File: src/rtl/muldiv_unit.sv
// rtl/muldiv_unit.sv - iterative multiply/divide unit owning HI/LO; divider present only with `define MULDIV_DIVIDE_EN
module muldiv_unit #(
    parameter int WIDTH = 32,
    parameter int CNT_W = 6
) (
    input  logic             clk,
    input  logic             rst,
    input  logic [WIDTH-1:0] inA,
    input  logic [WIDTH-1:0] inB,
    input  logic [2:0]       MDOp,
    input  logic             start,
    output logic             busy,
    output logic             done,
    output logic [WIDTH-1:0] hi,
    output logic [WIDTH-1:0] lo
);
    localparam logic [1:0] S_IDLE = 2'd0;
    localparam logic [1:0] S_CALC = 2'd1;
    localparam logic [1:0] S_FIX  = 2'd2;

    localparam logic [2:0] OP_MULT = 3'd0;
    localparam logic [2:0] OP_DIV  = 3'd2;
    localparam logic [2:0] OP_MTHI = 3'd4;
    localparam logic [2:0] OP_MTLO = 3'd5;

    logic [1:0]         r_state;
    logic [CNT_W-1:0]   r_cnt;
    logic               r_busy;
    logic               r_done;
    logic [WIDTH-1:0]   r_hi;
    logic [WIDTH-1:0]   r_lo;
    logic [WIDTH-1:0]   r_opd;      // multiplicand (mult) or divisor (div) magnitude
    logic [2*WIDTH-1:0] r_acc;      // product accumulator or {remainder, quotient}
    logic               r_neg_lo;   // negate product (mult) or quotient (div) in FIX

    logic               w_idle_start;
    logic               w_start_iter;
    logic               w_signed_op;
    logic               w_sign_a;
    logic               w_sign_b;
    logic [WIDTH-1:0]   w_mag_a;
    logic [WIDTH-1:0]   w_mag_b;
    logic [WIDTH:0]     w_mul_sum;
    logic [2*WIDTH-1:0] w_mul_step;
    logic [2*WIDTH-1:0] w_acc_step;
    logic [2*WIDTH-1:0] w_mul_res;
    logic [WIDTH-1:0]   w_res_hi;
    logic [WIDTH-1:0]   w_res_lo;

    assign busy = r_busy;
    assign done = r_done;
    assign hi   = r_hi;
    assign lo   = r_lo;

    // Signed ops run on magnitudes; the result sign is restored in FIX.
    assign w_idle_start = start & ~r_busy;
    assign w_signed_op  = (MDOp == OP_MULT) | (MDOp == OP_DIV);
    assign w_sign_a     = w_signed_op & inA[WIDTH-1];
    assign w_sign_b     = w_signed_op & inB[WIDTH-1];
    assign w_mag_a      = w_sign_a ? -inA : inA;
    assign w_mag_b      = w_sign_b ? -inB : inB;

    // Shift-add step: multiplier sits in the low half and is consumed LSB first.
    assign w_mul_sum  = {1'b0, r_acc[2*WIDTH-1:WIDTH]} + (r_acc[0] ? {1'b0, r_opd} : '0);
    assign w_mul_step = {w_mul_sum, r_acc[WIDTH-1:1]};
    assign w_mul_res  = r_neg_lo ? -r_acc : r_acc;

`ifdef MULDIV_DIVIDE_EN
    logic               r_is_div;
    logic               r_neg_hi;   // remainder takes the dividend's sign
    logic               w_is_div_req;
    logic               w_b_zero;
    logic [WIDTH:0]     w_rem_sh;
    logic               w_borrow;
    logic [WIDTH-1:0]   w_diff;
    logic [2*WIDTH-1:0] w_div_step;
    logic [WIDTH-1:0]   w_quo_res;
    logic [WIDTH-1:0]   w_rem_res;

    assign w_is_div_req = (MDOp[2:1] == 2'b01);
    assign w_b_zero     = (inB == '0);
    assign w_start_iter = w_idle_start & ~MDOp[2];

    // Restoring step: a zero divisor never borrows, giving all-ones quotient and the dividend as remainder.
    assign w_rem_sh   = {r_acc[2*WIDTH-1:WIDTH], r_acc[WIDTH-1]};
    assign w_borrow   = (w_rem_sh < {1'b0, r_opd});
    assign w_diff     = w_rem_sh[WIDTH-1:0] - r_opd;
    assign w_div_step = w_borrow ? {w_rem_sh[WIDTH-1:0], r_acc[WIDTH-2:0], 1'b0}
                                 : {w_diff, r_acc[WIDTH-2:0], 1'b1};
    assign w_acc_step = r_is_div ? w_div_step : w_mul_step;

    assign w_quo_res  = r_neg_lo ? -r_acc[WIDTH-1:0] : r_acc[WIDTH-1:0];
    assign w_rem_res  = r_neg_hi ? -r_acc[2*WIDTH-1:WIDTH] : r_acc[2*WIDTH-1:WIDTH];
    assign w_res_hi   = r_is_div ? w_rem_res : w_mul_res[2*WIDTH-1:WIDTH];
    assign w_res_lo   = r_is_div ? w_quo_res : w_mul_res[WIDTH-1:0];
`else
    assign w_start_iter = w_idle_start & (MDOp[2:1] == 2'b00);
    assign w_acc_step   = w_mul_step;
    assign w_res_hi     = w_mul_res[2*WIDTH-1:WIDTH];
    assign w_res_lo     = w_mul_res[WIDTH-1:0];
`endif

    // Control FSM, iteration datapath and HI/LO write-back.
    always_ff @(posedge clk) begin
        if (rst) begin
            r_state  <= S_IDLE;
            r_cnt    <= '0;
            r_busy   <= 1'b0;
            r_done   <= 1'b0;
            r_hi     <= '0;
            r_lo     <= '0;
            r_opd    <= '0;
            r_acc    <= '0;
            r_neg_lo <= 1'b0;
`ifdef MULDIV_DIVIDE_EN
            r_is_div <= 1'b0;
            r_neg_hi <= 1'b0;
`endif
        end else begin
            r_done <= 1'b0;
            case (r_state)
                S_IDLE: begin
                    if (w_start_iter) begin
                        r_state  <= S_CALC;
                        r_busy   <= 1'b1;
                        r_cnt    <= '0;
                        r_acc    <= {{WIDTH{1'b0}}, w_mag_b};
                        r_opd    <= w_mag_a;
                        r_neg_lo <= w_sign_a ^ w_sign_b;
`ifdef MULDIV_DIVIDE_EN
                        r_is_div <= w_is_div_req;
                        r_neg_hi <= w_sign_a;
                        if (w_is_div_req) begin
                            r_acc    <= {{WIDTH{1'b0}}, w_mag_a};
                            r_opd    <= w_mag_b;
                            r_neg_lo <= (w_sign_a ^ w_sign_b) & ~w_b_zero;
                        end
`endif
                    end else if (w_idle_start && (MDOp == OP_MTHI)) begin
                        r_hi <= inA;
                    end else if (w_idle_start && (MDOp == OP_MTLO)) begin
                        r_lo <= inA;
                    end
                end
                S_CALC: begin
                    r_acc <= w_acc_step;
                    r_cnt <= r_cnt + 1'b1;
                    if (r_cnt == CNT_W'(WIDTH - 1)) begin
                        r_state <= S_FIX;
                    end
                end
                S_FIX: begin
                    r_hi    <= w_res_hi;
                    r_lo    <= w_res_lo;
                    r_done  <= 1'b1;
                    r_busy  <= 1'b0;
                    r_cnt   <= '0;
                    r_state <= S_IDLE;
                end
                default: begin
                    r_state <= S_IDLE;
                    r_busy  <= 1'b0;
                end
            endcase
        end
    end
endmodule
File: config.mk
export PLATFORM = sky130hd
export DESIGN_NAME = muldiv_unit
export DESIGN_NICKNAME = d
export VERILOG_FILES = /design/src/rtl/muldiv_unit.sv
export SDC_FILE = /design/constraint.sdc
export NUM_CORES = 1
export LEC_CHECK = 0
export CORE_ASPECT_RATIO = 1.2
export CORE_MARGIN = 3
export CORE_UTILIZATION = 30
export CTS_CLUSTER_DIAMETER = 200
export CTS_CLUSTER_SIZE = 28
export DETAILED_ROUTE_END_ITERATION = 7
export HOLD_SLACK_MARGIN = 0.1
export PLACE_DENSITY = 0.59
export RECOVER_POWER = 100
export SYNTH_ARGS = -nofsm -noshare
export SYNTH_HDL_FRONTEND = slang
export SYNTH_SLANG_ARGS = --single-unit
File: constraint.sdc
create_clock -name clk -period 3.4 [get_ports clk]
set_input_delay 0.85 -clock clk [delete_from_list [all_inputs] [get_ports clk]]
set_output_delay 0.85 -clock clk [all_outputs]
set_load 0.05 [all_outputs]
# After elaboration in Yosys (flattened, before gate mapping)

Cells that the tools add are included.

Add/subtract/negate cells: 5
Multipliers: 0
Divide/modulo/power cells: 0
Magnitude comparators: 0
Eq/ne operators: 12
Shifts and indexed selects: 0
Muxes and demuxes: 21
Bitwise operators: 8
Reduce and logical (&&, ||, !) cells: 15

Operators by type and width:

| cell                                                 | number |
|---|---|
| 2-to-1 mux 32 bit                                    | 8 |
| 2-to-1 mux 64 bit                                    | 2 |
| case mux 32 bit (2 select lines)                     | 2 |
| case mux 64 bit (2 select lines)                     | 1 |
| negation 32 bit                                      | 2 |
| negation 64 bit                                      | 1 |
| adder 32 x 32 -> 33 bit                              | 1 |
| case mux 6 bit (3 select lines)                      | 1 |
| inequality test 2 bit (second input constant)        | 6 |
| AND reduction 2 bit                                  | 5 |
| adder 6 x 1 -> 6 bit (second input constant)         | 1 |
| equality test 3 bit (second input constant)          | 2 |
| equality test 6 x 5 -> 1 bit (second input constant) | 1 |
| 2-to-1 mux 6 bit                                     | 1 |
| AND 1 bit                                            | 4 |
| logical NOT 2 bit                                    | 2 |
| 2-to-1 mux 2 bit                                     | 2 |
| case mux 2 bit (2 select lines)                      | 1 |
| AND reduction 4 bit                                  | 1 |
| nonzero test 2 bit                                   | 2 |
| equality test 3 x 2 -> 1 bit (second input constant) | 1 |
| logical NOT 3 bit                                    | 1 |
| AND reduction 3 bit                                  | 1 |
| nonzero test 3 bit                                   | 1 |
| other kinds (8)                                      | 11 |

Bits in registers: 171
Latch bits: 0
Bits in writable memories: 0
ROM bits: 0
Input port bits: 70
Output and inout bits: 66
Logic and storage cells: 70
Memories kept: 0

# Logic depth before layout (Yosys ltp)

Gate-level depths: netlist (run 1).

Word-level depth: 7
Mapped depth: 13
Mapped depth without buffers: 12

# Worst setup path before layout (run 1)

OpenSTA, ideal clock, no wires.

Kind: reg2reg
Start point: register r_acc[2]
End point: register r_hi[29], in the netlist hi[29]
Setup time: 0.128 ns
Arrival: 3.088 ns
Required time: 3.272 ns
Path slack: 0.184 ns
Stages on the path, launching flop included: 11
Path buffers: 2
Clock period less this slack: 3.216 ns
Path through: dfxtp_1 > buf_6 > or4_4 > or3_4 > or4_1 > buf_2 > or4_4 > o31ai_4 > xnor2_1 > a221oi_2 > nor2_1

Cells in the longest elaborated chain, start to end: 3

Ends and longest elaborated chain:

| item                             | RTL line | source |
|---|---|---|
| start, declared                  | 33       | `logic [2*WIDTH-1:0] r_acc;` |
| start signal, assigned           | 127      | `r_acc <= {{WIDTH{1'b0}}, w_mag_b};` |
| start signal, assigned           | 146      | `r_acc <= w_acc_step;` |
| negation 64 bit                  | 66       | `assign w_mul_res = r_neg_lo ? -r_acc : r_acc;` |
| 2-to-1 mux 64 bit                | 66       |  |
| case mux 32 bit (2 select lines) | 121      | `case (r_state)` |
| end signal, assigned             | 140      | `r_hi <= inA;` |
| end signal, assigned             | 153      | `r_hi <= w_res_hi;` |
| end, declared                    | 30       | `logic [WIDTH-1:0] r_hi;` |

Every way passes these cells.
A chain may end at the register's enable or synchronous reset.

# Worst setup path in the final report (run 1)

Ends and elaborated chain as after synthesis.

==> results of run 1 <==
[worst max-delay path: stages, from the launching register on]
cell and delay, ps:
dfxtp_1 310, or4_4 530, or3_4 370, or4_1 640, or4_4 620, o31ai_2 270, xnor2_1 120, a221oi_2 230
nor2_1 60
[state kept, by name, indices dropped and copies added, names as in the netlist]
signal	count
busy	1
done	1
hi	32
lo	32
r_acc	64
r_cnt	6
r_neg_lo	1
r_opd	32
r_state	2
[stage by stage]
stage	power, uW	instances	setup TNS (ps)
detailed placement	3090	2161	-1000
CTS	5079	2193	0
global route	5255	2193	0
finish	5046	2194	0
global placement	3081	2161	-855.7
floorplan	2648	1524	0
[how the worst max path moves through the flow]
stage           endpoint  slack (ps)      from
6_report          hi[29]         110  r_acc[2]
5_1_grt        r_opd[30]           9   inA[19]
4_1_cts        r_opd[30]          50   inA[19]
3_5_place_dp   r_opd[30]        -360   inA[19]
3_3_place_gp   r_opd[30]        -360   inA[19]
2_1_floorplan     hi[29]         180  r_acc[2]
[cells in the final DEF (no fill, tap or decap), drive strengths merged, types with 41 or more instances in the layout]
cell type,instances
a211oi,65
a21oi,131
and2,41
buf,119
clkdlybuf4s50,66
dfxtp,171
dlygate4sd3,68
nand2,145
nor2,181
o21ai,121
xnor2,53
xor2,86
[power breakdown]
group | internal [uW] | switching, uW
logic | 368 | 573
registers | 2060 | 43.0
clock network | 1060 | 936
[final cells by class]
class / count / area share
Clock inverter: 14 / 0.01026
Timing Repair Buffer: 268 / 0.1589
Clock buffer: 18 / 0.03002
Tap cell: 474 / 0.04054
Multi-Input combinational cell: 1221 / 0.5191
Inverter: 27 / 0.006928
Antenna cell: 1 / 0.0001711
Sequential cell: 171 / 0.2341
[cells by family after synthesis]
kind of cell             count (synthesis)  synth area share
buffers and inverters                  132           0.04404
flip-flops                             171            0.2983
multiplexers                            11          0.009703
AO/OA/AOI/OAI                          475            0.2644
AND/OR/NAND/NOR                        556            0.2333
adder cells (fa/ha/maj)                 40           0.04426
XOR/XNOR                               139            0.1061
[metal layers]
| layer | share of wire | vias to the layer above |
|---|---|---|
| met2 | 0.48 | 401 |
| met5 | 0 | - |
| li1 | - | 5904 |
| met4 | 0.029 | 0 |
| met3 | 0.053 | 67 |
| met1 | 0.43 | 5763 |
==> metrics.md, run 1 <==
| Metric | Value |
|---|---|
| Core ar. | `0.03728 sq mm` |
| DR WL/cell | `19.93 um` |
| Overall Global Routing Usage | `0.2104` |
| R2r setup slk | `110 ps` |
| Initial antenna violation count | `0` |
| Clock slew at reported path FFs | `70 ps` |
| Vias | `12140` |
| Worst skew pair latency | `440 ps` |
| GRT met3 Usage | `0.03354` |
| Die width | `184.6 um` |
| GPL Wtd Cong | `0.9759` |
| Synthesized flop and latch total | `171` |
| Most used DFF post-synth | `dfxtp_1` |
| Max Buffers Root-to-Sink | `2` |
| Max-slew violation count | `0` |
| Share of post-route cells with drive strength above 1 | `0.1035` |
| Skew final | `10.38 ps` |
| Power Density | `344.9 mW/mm^2` |
| Sequential Area | `0.003425 sq mm` |
| Endpoint, Worst Hold | `hi[22]` |
| Commonest cells in the netlist | `181 x nor2_1, 171 x dfxtp_1, 145 x nand2_1, 131 x a21oi_1, 111 x o21ai_0` |
| Max Cap Violations | `0` |
| Element type at the critical path start | `flop` |
| Most numerous cell in the Yosys netlist | `nor2_1` |
| Synth area leaders | `dfxtp_1 30%, xor2_1 6.6%, nor2_1 5.9%` |
| Final period util | `0.9689` |
| Reg2Reg Capture Point | `hi[29]` |
| Starting Density | `0.3078` |
| Min Tclk post-route | `3294 ps` |
| Top Ports | `136` |
| Post-CTS Setup Inserts | `0` |
| Die area | `0.04065 sq mm` |
| CP arrival | `3600 ps` |
| Area fraction of the dominant cell type after synthesis | `0.2983` |
| GR Util met2 | `0.3610` |
| Static leakage | `0.005754 uW` |
| Setup violations, final | `0` |
| Hold_buf cts | `0` |
| Worst r2r path cells | `8` |
| DRC violations left | `0` |
| Area leader, netlist | `dfxtp_1` |
| Routing usage on met1 | `0.2697` |
| Count of antenna-violating nets left after detailed routing | `0` |
| Netlist cell types | `71` |
| Critical Path RT | `3700 ps` |
| Total gr overflow | `0` |
| Busiest grt layer | `met2` |
| Post-CTS sizing | `0` |
| Vias per cell | `5.531` |
| Hold Path Origin | `hi[22]` |
| DP Worst Slack | `-364.1 ps` |
| Outcome | `completed` |
| Multi-input logic area | `0.007594 sq mm` |
| Crit. End Element | `flop` |
| DR pass1 iterations | `5` |
| Unrepaired setup endpoints after global routing | `false` |
| Post-synth net total | `1634` |
| CTS tree | `done` |
| Largest net degree at the start of global routing | `66` |
| Cts bufs inserted | `17` |
| Critical Path Fanout Max | `4` |
| Clock root buffer master | `clkbuf_16` |
| Max frequency | `303.6 MHz` |
| R2r startpoint | `r_acc[2]` |
| Mapped Area | `0.01148 sq mm` |
| EDFF count, synth | `0` |
| Peak VDD IR | `0.0003166 V` |
| Setup CP Type | `flop to flop` |
| Mapped Avg Cell Area | `7.531 sq um` |
| Clock sink total | `171` |
| Fraction of registers with async set/reset | `0` |
| Worst-Margin Slew | `1122 ps` |
| DR iter-0 viols | `919` |
| Number of global-route vias before repair | `11600` |
| Rel. slew slack | `0.2522` |
| Final Hold Vio Count | `0` |
| Final core occ | `0.3924` |
| Area after DPL | `0.01407 sq mm` |
| Fin area | `0.01463 sq mm` |
| Die height | `220.3 um` |
| Hold WC Path Type | `flop to flop` |
| IO buf count | `135` |
| Fin worst setup slack | `105.8 ps` |
| Fill cells | `3910` |
| Synth warn | `0` |
| Mapped Cells | `1524` |
| Hold slack | `448.1 ps` |
| Layout Nets | `1816` |
| H-tree levels | `4` |
| Sequential area share after synthesis | `0.2983` |
| Num rows | `77` |
| HPWL after DPL | `34460 um` |
| Global-route wire length before repair | `66650 um` |
| Hold-critical path depth | `2` |
| Routed wire length | `43730 um` |
| P&R area growth vs syn | `27.46%` |
(Power assumes the default switching activity.)
==> inputs of run 2 (changes only) <==
--- a/config.mk
+++ b/config.mk
@@ -9,7 +9,6 @@
 export CORE_MARGIN = 3
 export CORE_UTILIZATION = 30
 export CTS_CLUSTER_DIAMETER = 200
-export CTS_CLUSTER_SIZE = 28
 export DETAILED_ROUTE_END_ITERATION = 7
 export HOLD_SLACK_MARGIN = 0.1
 export PLACE_DENSITY = 0.59
==> results of run 2 <==
No change in the layout: final DEF, timing and power equal those of run 1.
==> inputs of run 3 (changes only) <==
--- a/config.mk
+++ b/config.mk
@@ -5,13 +5,14 @@
 export SDC_FILE = /design/constraint.sdc
 export NUM_CORES = 1
 export LEC_CHECK = 0
+export ABC_AREA = 1
 export CORE_ASPECT_RATIO = 1.2
 export CORE_MARGIN = 3
 export CORE_UTILIZATION = 30
 export CTS_CLUSTER_DIAMETER = 200
 export DETAILED_ROUTE_END_ITERATION = 7
 export HOLD_SLACK_MARGIN = 0.1
-export PLACE_DENSITY = 0.59
+export PLACE_DENSITY = 0.58
 export RECOVER_POWER = 100
 export SYNTH_ARGS = -nofsm -noshare
 export SYNTH_HDL_FRONTEND = slang
==> metrics.md, run 3 <==
| Metric | Value |
|---|---|
| Outcome | `complete, but fails checks` |
| Violated checks | `capacitance limit, slew limit` |
| Mapped Avg Cell Area | `5.807 sq um (-23%)` |
| Core ar. | `0.04435 sq mm (+19%)` |
| GR Util met2 | `0.3913 (+0.03030)` |
| Initial antenna violation count | `0 (unchanged)` |
| Cts bufs inserted | `17 (unchanged)` |
| Post-CTS sizing | `0 (unchanged)` |
| Commonest cells in the netlist | `631 x nand2_1, 300 x nor2_1, 292 x inv_1, 218 x a21oi_1, 217 x nand3_1` |
| Vias per cell | `5.106 (-7.7%)` |
| Switching share of power | `0.3927 (+0.08512)` |
| Setup CP Type | `primary input to flop` |
| Largest Register | `r_acc` |
| Clock slew at reported path FFs | `80 ps (about the same)` |
| GPL Wtd Cong | `0.9755 (about the same)` |
| Synth area leaders | `dfxtp_1 25%, nand2_1 17%, nor2_1 8.3%` |
| Clock sink total | `171 (unchanged)` |
| Max frequency | `334.3 MHz (+10%)` |
| Power Density | `371.2 mW/mm^2 (+7.6%)` |
| Post-synthesis xor/xnor area fraction | `0.01868 (-0.08740)` |
| Max Cap Violations | `1 (+1)` |
| Top Ports | `136 (unchanged)` |
| HPWL after DPL | `43640 um (+27%)` |
| Net Switching | `2351 uW (+51%)` |
| Clock root buffer master | `clkbuf_16` |
| Number of buffers and inverters on the critical path | `5 (+5)` |
| DR iter-0 viols | `1324 (+44%)` |
| Netlist cell types | `49 (-31%)` |
| Num rows | `84 (+9.1%)` |
| Routed wire length | `55040 um (+26%)` |
| Global-route wire length before repair | `83440 um (+25%)` |
| Element type at the critical path start | `primary input` |
| Setup violations, final | `0 (unchanged)` |
| CP cell instances | `clkdlybuf4s50_1 > nor2_1 > inv_1 > nor2_2 > clkbuf_2 > inv_2 > a21oi_1 > xor2_1 > nand2_1 > o211ai_1 > inv_1` |
| Max-slew violation count | `41 (+41)` |
| Unrepaired setup endpoints after global routing | `false` |
| Mapped Cells | `2342 (+54%)` |
| Critical path's largest stage delay | `590 ps (-50 ps)` |
| Starting Density | `0.3066 (-0.001183)` |
| Worst-Margin Slew | `1869 ps (+747.1 ps)` |
| Worst Setup SP | `MDOp[0]` |
| IO buf count | `135 (unchanged)` |
| DR pass1 iterations | `5 (unchanged)` |
| Min Tclk post-route | `2992 ps (-302.7 ps)` |
| Number of global-route vias before repair | `14570 (+26%)` |
| DR WL/cell | `18.06 um (-9.4%)` |
| Total gr overflow | `0 (unchanged)` |
| Max Buffers Root-to-Sink | `2 (unchanged)` |
| Largest net degree at the start of global routing | `81 (+23%)` |
| Vias | `15560 (+28%)` |
| CP arrival | `3360 ps (-240 ps)` |
| GRT met3 Usage | `0.03412 (+0.0005756)` |
| Crit. End Element | `flop` |
| Antenna Cells | `0 (-1)` |
| Fin worst setup slack | `408.5 ps (+302.7 ps)` |
| Final core occ | `0.3637 (-0.02867)` |
| Worst skew pair latency | `470 ps (+30 ps)` |
| CTS tree | `done` |
| Overall Global Routing Usage | `0.2226 (+0.01228)` |
| Sequential share of power | `0.368 (-0.049)` |
| Compound-Gate Fraction of Synth Area | `0.1734 (-0.09095)` |
| Area leader, netlist | `dfxtp_1` |
| Hold_buf cts | `0 (unchanged)` |
| Synth warn | `0 (unchanged)` |
| Most numerous cell in the Yosys netlist | `nand2_1` |
| Final period util | `0.8799 (-0.08902)` |
| DRC violations left | `0 (unchanged)` |
| Largest family of logic cells by synthesized area | `simple AND/OR/NAND/NOR gates` |
| Clock Power Share | `0.352 (-0.044)` |
| Peak VDD IR | `0.0003857 V (+22%)` |
| Reg2Reg Capture Point | `r_cnt[5]` |
| Simple-Gate Fraction of Synth Area | `0.4055 (+0.1722)` |
| Die area | `0.04794 sq mm (+18%)` |
| Static leakage | `0.007969 uW (+38%)` |
| Layout Nets | `2543 (+40%)` |
| Most used DFF post-synth | `dfxtp_1` |
| Slowest CP cell | `clkbuf_2` |
| Fraction of registers with async set/reset | `0 (unchanged)` |
| R2r startpoint | `r_state[1]` |
| H-tree levels | `4 (unchanged)` |
| Family with the most delay on the worst path | `buffers and inverters` |
| Most common cell after layout, fill and taps aside | `nand2_1` |
| Most frequent cells in the layout | `633 x nand2_1, 302 x nor2_1, 293 x inv_1` |
| Count of antenna-violating nets left after detailed routing | `0 (unchanged)` |
| Worst Setup EP | `r_opd[7]` |
| Area fraction of the dominant cell type after synthesis | `0.2517 (-0.04656)` |
| Top cell by count, worst path | `inv_1` |
| Die height | `239.2 um (+8.6%)` |
| Critical Path Fanout Max | `31 (+27)` |
| Crit path depth | `11 (+3)` |
| Max FFs per register | `64 (unchanged)` |
| Worst r2r path cells | `5 (-3)` |
| Synthesized flop and latch total | `171 (unchanged)` |
| Routing usage on met1 | `0.2682 (-0.001553)` |
| Mux contribution to synthesized area | `0 (-0.009702)` |
| Setup_tns | `0 ps (unchanged)` |
| Final Hold Vio Count | `0 (unchanged)` |
| Mapped Area | `0.01360 sq mm (+18%)` |
| DP Worst Slack | `271.1 ps (+635.2 ps)` |
| Busiest grt layer | `met2` |
| P_int | `3636 uW (+4.1%)` |
| EDFF count, synth | `0 (unchanged)` |
| Critical Path RT | `3770 ps (+70 ps)` |
| Die width | `200.4 um (+8.6%)` |
| Hold WC Path Type | `flop to flop` |
| P&R area growth vs syn | `18.60%` |
| Skew final | `18.65 ps (+8.275 ps)` |
| Sequential area share after synthesis | `0.2517 (-0.04656)` |
| Rel. slew slack | `-0.2459 (-0.4981)` |
| Post-CTS Setup Inserts | `0 (unchanged)` |
| Share of post-route cells with drive strength above 1 | `0.05356 (-0.04999)` |
| Comb pwr share | `0.281 (+0.094)` |
| Area share of fa/ha/maj cells after synthesis | `0.03735 (-0.006910)` |
| Post-synth net total | `2452 (+50%)` |
| R2r setup slk | `570 ps (+460 ps)` |
[run 3: cell types whose count changed in the layout (fill, tap and decap cells not counted), sizes merged, moves of 65 or more]
cell / delta
nand2: +509
inv: +278
nand3: +203
nor2: +143
buf: -101
a21oi: +89
a211oi: -65
[run 3: area by class of cell]
class	count	area (sq um)
Fill cell	4979	28220
Tap cell	602	753.2
Inverter	304	1141
Timing Repair Buffer	156	1567
Clock buffer	17	425.4
Sequential cell	171	3425
Multi-Input combinational cell	1783	8621
Clock inverter	15	198.9
[run 3: stage by stage]
step	std cells	total power, uW	hold WS (ps)	area, sq um
after floorplan	2342	3382	460.6	13600
after global placement	3016	3918	468.4	15550
after detailed placement	3016	3930	469.5	15550
after CTS	3048	6034	481.4	16180
after global routing	3048	6266	516.9	16130
final	3048	5987	471.0	16130
[run 3: worst reg2reg max path, stage by stage (launching register included)]
cell	delay, ps
dfxtp_1	340
inv_1	80
ha_1	170
clkbuf_1	1340
o21ai_0	530
nor3b_1	280
[run 3: how the worst min path moves through the flow]
stage | startpoint | end | slack (ps) | depth (start not counted)
5_1_grt | busy | busy | 520 | 2
3_5_place_dp | busy | busy | 470 | 2
4_1_cts | busy | busy | 480 | 2
3_3_place_gp | busy | busy | 470 | 2
6_report | busy | busy | 470 | 2
2_1_floorplan | r_cnt[1] | r_cnt[1] | 460 | 2
[run 3: cells by family after synthesis]
family | count (synthesis)
flip-flops | 171
AND/OR/NAND/NOR | 1275
buffers and inverters | 388
XOR/XNOR | 29
adder cells (fa/ha/maj) | 40
AO/OA/AOI/OAI | 439
[run 3: power by group through the flow]
| stage | combinational (uW) | clock, uW | sequential, uW |
|---|---|---|---|
| after floorplan | 1070 | 0 | 2310 |
| after global placement | 1670 | 0 | 2240 |
| after detailed placement | 1690 | 0 | 2240 |
| after CTS | 1690 | 2140 | 2200 |
| after global routing | 1840 | 2220 | 2210 |
| final | 1680 | 2110 | 2200 |
[run 3: per-layer routing]
| layer | wire length, um | share of wire | vias up |
|---|---|---|---|
| met5 | 0 | 0 | - |
| met2 | 26880 | 0.49 | 500 |
| met1 | 22540 | 0.41 | 7225 |
| li1 | - | - | 7737 |
| met3 | 2942 | 0.053 | 100 |
| met4 | 2681 | 0.049 | 0 |
